<file path="src/rtl/bkg_fetch_arbiter.sv">
// Background RAM read sequencer: upscaled, vertically scrolled texel fetch for the
// pixel pipeline, with idle RAM cycles lent to an auxiliary requester.
module bkg_fetch_arbiter #(
  parameter int IMG_W   = 80,
  parameter int IMG_H   = 96,
  parameter int X_SCALE = 8,
  parameter int Y_SCALE = 5,
  parameter int DEPTH   = IMG_W * IMG_H
) (
  input  logic        clk,
  input  logic        rst,
  input  logic        frame_start,
  input  logic        line_start,
  input  logic        pix_en,
  input  logic [6:0]  scroll_in,
  input  logic        scroll_we,
  input  logic        aux_req,
  input  logic [12:0] aux_addr,
  output logic        aux_ack,
  output logic [23:0] aux_data,
  output logic        aux_valid,
  output logic [12:0] ram_rd_addr,
  input  logic [23:0] ram_data,
  output logic [23:0] pix_data,
  output logic        pix_valid
);

  localparam int AW = 13;
  localparam int CW = $clog2(IMG_W);
  localparam int RW = $clog2(IMG_H);
  localparam int XW = $clog2(X_SCALE);
  localparam int YW = $clog2(Y_SCALE);

  logic [6:0]    scroll_pending_reg, scroll_pending_next;
  logic [6:0]    scroll_active_reg, scroll_active_next;
  logic [6:0]    scroll_wr;
  logic [CW-1:0] col_idx_reg, col_idx_next;
  logic [XW-1:0] col_sub_reg, col_sub_next;
  logic [RW-1:0] row_idx_reg, row_idx_next;
  logic [YW-1:0] row_sub_reg, row_sub_next;
  logic [AW-1:0] row_base_reg, row_base_next;
  logic          first_line_reg, first_line_next;
  logic [AW-1:0] addr_hold_reg;
  logic [AW-1:0] pix_addr;
  logic [AW-1:0] aux_fold;
  logic          pix_valid_reg, aux_valid_reg;

  // Counter updates are applied in order frame -> line -> pixel, so a coincident
  // pix_en sees the post-update position.
  always_comb begin
    scroll_wr           = (scroll_in >= 7'(IMG_H)) ? scroll_in - 7'(IMG_H) : scroll_in;
    scroll_pending_next = scroll_we ? scroll_wr : scroll_pending_reg;
    scroll_active_next  = frame_start ? scroll_pending_next : scroll_active_reg;
    col_idx_next        = col_idx_reg;
    col_sub_next        = col_sub_reg;
    row_idx_next        = row_idx_reg;
    row_sub_next        = row_sub_reg;
    row_base_next       = row_base_reg;
    first_line_next     = first_line_reg;

    if (frame_start) begin
      row_idx_next    = RW'(scroll_active_next);
      row_base_next   = AW'(scroll_active_next) * AW'(IMG_W);
      row_sub_next    = '0;
      first_line_next = 1'b1;
    end

    if (line_start) begin
      col_idx_next = '0;
      col_sub_next = '0;
      if (first_line_next) begin
        first_line_next = 1'b0;
      end else if (row_sub_next == YW'(Y_SCALE - 1)) begin
        row_sub_next = '0;
        if (row_idx_next == RW'(IMG_H - 1)) begin
          row_idx_next  = '0;
          row_base_next = '0;
        end else begin
          row_idx_next  = row_idx_next + 1'b1;
          row_base_next = row_base_next + AW'(IMG_W);
        end
      end else begin
        row_sub_next = row_sub_next + 1'b1;
      end
    end

    pix_addr = row_base_next + AW'(col_idx_next);

    if (pix_en) begin
      if (col_sub_next == XW'(X_SCALE - 1)) begin
        col_sub_next = '0;
        if (col_idx_next != CW'(IMG_W - 1))
          col_idx_next = col_idx_next + 1'b1;
      end else begin
        col_sub_next = col_sub_next + 1'b1;
      end
    end
  end

  // Pixel reads always win; aux is granted only in cycles without pix_en.
  always_comb begin
    aux_fold    = (aux_addr >= AW'(DEPTH)) ? aux_addr - AW'(DEPTH) : aux_addr;
    aux_ack     = 1'b0;
    ram_rd_addr = addr_hold_reg;
    if (rst) begin
      ram_rd_addr = '0;
    end else if (pix_en) begin
      ram_rd_addr = pix_addr;
    end else if (aux_req) begin
      aux_ack     = 1'b1;
      ram_rd_addr = aux_fold;
    end
  end

  always_ff @(posedge clk or posedge rst) begin
    if (rst) begin
      scroll_pending_reg <= '0;
      scroll_active_reg  <= '0;
      col_idx_reg        <= '0;
      col_sub_reg        <= '0;
      row_idx_reg        <= '0;
      row_sub_reg        <= '0;
      row_base_reg       <= '0;
      first_line_reg     <= 1'b0;
      addr_hold_reg      <= '0;
      pix_valid_reg      <= 1'b0;
      aux_valid_reg      <= 1'b0;
    end else begin
      scroll_pending_reg <= scroll_pending_next;
      scroll_active_reg  <= scroll_active_next;
      col_idx_reg        <= col_idx_next;
      col_sub_reg        <= col_sub_next;
      row_idx_reg        <= row_idx_next;
      row_sub_reg        <= row_sub_next;
      row_base_reg       <= row_base_next;
      first_line_reg     <= first_line_next;
      addr_hold_reg      <= ram_rd_addr;
      pix_valid_reg      <= pix_en;
      aux_valid_reg      <= aux_ack;
    end
  end

  assign pix_valid = pix_valid_reg;
  assign aux_valid = aux_valid_reg;
  assign pix_data  = pix_valid_reg ? ram_data : '0;
  assign aux_data  = aux_valid_reg ? ram_data : '0;

endmodule
</file>
<file path="config.mk">
export PLATFORM = sky130hd
export DESIGN_NAME = bkg_fetch_arbiter
export DESIGN_NICKNAME = d
export VERILOG_FILES = /design/src/rtl/bkg_fetch_arbiter.sv
export SDC_FILE = /design/constraint.sdc
export NUM_CORES = 1
export LEC_CHECK = 0
export ABC_CLOCK_PERIOD_IN_PS = 7400
export CAP_MARGIN = 30
export CELL_PAD_IN_SITES_DETAIL_PLACEMENT = 0
export CELL_PAD_IN_SITES_GLOBAL_PLACEMENT = 1
export CORE_ASPECT_RATIO = 2
export CORE_UTILIZATION = 37
export DETAILED_ROUTE_END_ITERATION = 8
export HOLD_SLACK_MARGIN = 0.03
export PLACE_DENSITY_LB_ADDON = 0.1
export SLEW_MARGIN = 25
export SYNTH_ARGS = -nofsm -noshare
export SYNTH_HDL_FRONTEND = slang
export SYNTH_SLANG_ARGS = --single-unit
</file>
<file path="constraint.sdc">
create_clock -name clk -period 7.4 [get_ports clk]
set_clock_uncertainty 0.2 [all_clocks]
set_input_delay 0.74 -clock clk [delete_from_list [all_inputs] [get_ports clk]]
set_output_delay 0.74 -clock clk [all_outputs]
set_load 0.02 [all_outputs]
</file>
==> reports/metrics.yaml <==
outcome:
  status: "finished, final reports clean"
final_layout:
  nNetsFinal: 675
  drive_gt1_share_pct: 8.140
  final_common_cell: "clkdlybuf4s50_1"
  fill_cells: 1081
  stdcell_count: 744
  fin_area_um2: 5972
  antenna_cells: 0
  syn_to_final_growth_pct: 38.71
  final_core_util_pct: 52.92
  final_cell_mix: "114 x clkdlybuf4s50_1, 63 x dfrtp_1, 54 x and2_1, 34 x nor2_1, 28 x nand2_1"
place:
  gp_congestion: 0.8442
  place_area_um2: 5614
  dp_hpwl_um: 9420
  numPortBuffers: 114
  placed_cells: 727
  dp_worst_setup_slack_ns: 0.3507
clocking:
  cts_hold_buffers: 0
  cts_tree: "done"
  clock_sink_count: 63
  cts_resized: 0
  clockBufferDepth: 2
  numCtsBuffers: 9
  clock_latency_ns: 0.33
  htreeDepth: 3
  clock_tree.root_cell: "clkbuf_16"
  clk_pin_slew_ns: 0.06
  post_cts_buffers: 0
power:
  p_per_area_nw_per_um2: 210.6
  p_leak_nw: 2.626
  total_power_mw: 1.258
  pwr-share-comb_pct: 30.6
  power.switching_mw: 0.3936
  p_int_mw: 0.8643
  pwr-share-seq_pct: 32.2
  power.share.clock_pct: 37.3
  netSwitchingFraction_pct: 31.29
  worst_ir_drop_vdd_mv: 0.1266
critical_path:
  cp-end-kind: "output port"
  start_kind: "input pin"
  crit_chain: "clkdlybuf4s50_1 -> mux2_2 -> mux2_2 -> ha_1 -> ha_1 -> inv_1 -> fa_1 -> xnor2_1 -> mux2_2 -> and4_1 -> or4_4 -> a2111o_1 -> o311a_1 -> a211oi_1 -> clkdlybuf4s50_1"
  cp_top_family: "buffers and inverters"
  path_class: "input pin to output port"
  cp_max_fo: 9
  cpMaxStageDelayCell: "clkdlybuf4s50_1"
  cp.arrival_ns: 6.10
  cp.required_ns: 6.46
  path_buf_inv: 3
  cp_common_cell: "mux2_2"
  max_stage_delay_ns: 0.71
global_routing:
  grt_pass1_vias: 3839
  overflow: 0
  grt_pass1_wl_um: 19260
  grt_start_max_net_pins: 41
  track_usage_pct: 20.64
  antenna_found_initial: 0
drt:
  drt_first_pass_iters: 4
  avgViaCountPerCell: 5.129
  avgRoutedWirePerCell_um: 15.94
  ant_nets: 0
  via_count: 3816
  drc: 0
  drt-initial-drc-count: 176
  wl_um: 11860
synthesis:
  ys_seq_area_share_pct: 36.62
  ys_dominant_reg_cell: "dfrtp_1"
  yosys.cell_types.count: 55
  syn_avg_cell_area_um2: 8.970
  synth_nets: 558
  syn-cell-area_um2: 4305
  synth-seq-cells: 63
  ys_warn_count: 0
  async_reset_ff_share_pct: 100.0
  syn_inst: 480
  synth_edf_count: 0
sta:
  setup_viol: 0
  final.setup.worst_slack_ns: 0.3644
  slew_viol_final: 0
  rsz0062_at_grt: "no"
  finalCritPeriodShare_pct: 95.08
  period_minus_slack_ns: 7.036
  setup_tns_ns: 0
  hold_slack_ns: 0.2524
  hold_viol: 0
  slew_headroom_pct: 42.57
  max_freq_mhz: 142.1
  worst_pin_slew_ns: 0.8588
floorplanning:
  dieArea_um2: 12100
  num_rows: 55
  die_x_um: 78.28
  coreArea_um2: 11290
  start_util_pct: 38.15
  fp.dieH_um: 154.6
  io_pins: 115
job:
  max_cap_viol_count: 0
min_path:
  hp-class: "flip-flop to flip-flop"
-- cell type report --
| cell class | count | area (um2) | area share [%] |
|---|---|---|---|
| clock inverter | 6 | 91.34 | 1.529 |
| timing repair buffer | 125 | 1244 | 20.83 |
| tap | 142 | 177.7 | 2.975 |
| clock buffer | 10 | 239.0 | 4.002 |
| multi-input combinational | 371 | 2542 | 42.57 |
| sequential | 63 | 1577 | 26.40 |
| inverter | 27 | 101.3 | 1.697 |
-- synth_stat cells (2+ instances only) --
| cell type | count | share of area [%] |
|---|---|---|
| nand2b_1 | 15 | 2.2 |
| ha_1 | 25 | 7.3 |
| nor2b_1 | 16 | 2.3 |
| inv_2 | 2 | 0.17 |
| a211oi_1 | 15 | 2.6 |
| o21a_1 | 6 | 1.0 |
| nand3_1 | 17 | 2.0 |
| mux2i_1 | 10 | 2.3 |
| o211ai_1 | 5 | 0.87 |
| xor2_1 | 9 | 1.8 |
| buf_1 | 4 | 0.35 |
| fa_1 | 2 | 0.93 |
| a2111oi_0 | 2 | 0.41 |
| o22ai_1 | 4 | 0.58 |
| o311a_1 | 2 | 0.46 |
| nor2_1 | 34 | 3.0 |
| nand2_1 | 28 | 2.4 |
| xnor2_1 | 11 | 2.2 |
| a21o_1 | 5 | 0.87 |
| o21ai_0 | 19 | 2.2 |
| a31oi_1 | 8 | 1.2 |
| buf_2 | 2 | 0.23 |
| clkbuf_1 | 11 | 0.96 |
| or4_1 | 2 | 0.35 |
| a21oi_1 | 24 | 2.8 |
| mux2i_2 | 2 | 0.64 |
| a21o_2 | 2 | 0.41 |
| a211o_1 | 3 | 0.61 |
| mux2_2 | 11 | 2.9 |
| and4_1 | 3 | 0.61 |
| and2_1 | 54 | 7.8 |
| dfrtp_1 | 63 | 37 |
| inv_1 | 24 | 2.1 |
| o2111ai_1 | 2 | 0.41 |
| nand4_1 | 3 | 0.44 |
| nand3b_1 | 4 | 0.70 |
| nor3_1 | 8 | 0.93 |
| and3_1 | 6 | 0.87 |
-- logic make-up after synthesis --
family	after synthesis	synth area share, %
AOI/OAI and AO/OA	102	15.40
muxes	23	5.842
DFF	63	36.62
adders and majority gates	27	8.195
xor gates and xnor gates	20	4.069
and+or+nand+nor	199	25.55
buffers and inverters	46	4.330
-- layer usage --
layer	vias to the layer above	global-route usage [%]	routed length, um	share of wire (%)
met1	1823	20.89	4346	37
met2	66	41.35	7000	59
met4	0	7.319	206	1.7
met3	14	2.714	304	2.6
met5	-	0	0	0
li1	1913	-	-	-
-- worst reg2reg max path, delay by kind of cell (launching register included) --
kind	cells	cell delay, ns
xor+xnor	1	0.14
simple gates	2	0.74
mux	3	0.91
flops	1	0.36
buf+inv	1	0.05
fa+ha+maj	3	0.83
compound gates	3	1.15
-- final timing paths --
kind	cells after the start	start	slack, ns	to
max in group asynchronous	4	rst	5.23	scroll_active_reg[3]
min in group asynchronous	2	rst	0.85	addr_hold_reg[5]
worst max register to register	13	scroll_pending_reg[3]	2.88	addr_hold_reg[11]
worst max-delay path	15	scroll_we	0.36	ram_rd_addr[11]
worst min-delay path	1	row_sub_reg[0]	0.25	row_sub_reg[0]
worst min register to register	1	row_sub_reg[0]	0.25	row_sub_reg[0]
-- power by group through the flow --
stage	clock network (mW)	logic, mW	registers [mW]
after global placement	0	0.380	0.410
final	0.469	0.385	0.405
after CTS	0.476	0.388	0.405
after global routing	0.490	0.427	0.410
after detailed placement	0	0.384	0.411
after floorplan	0	0.259	0.404
Note: power is estimated with default switching activity, not from simulation.
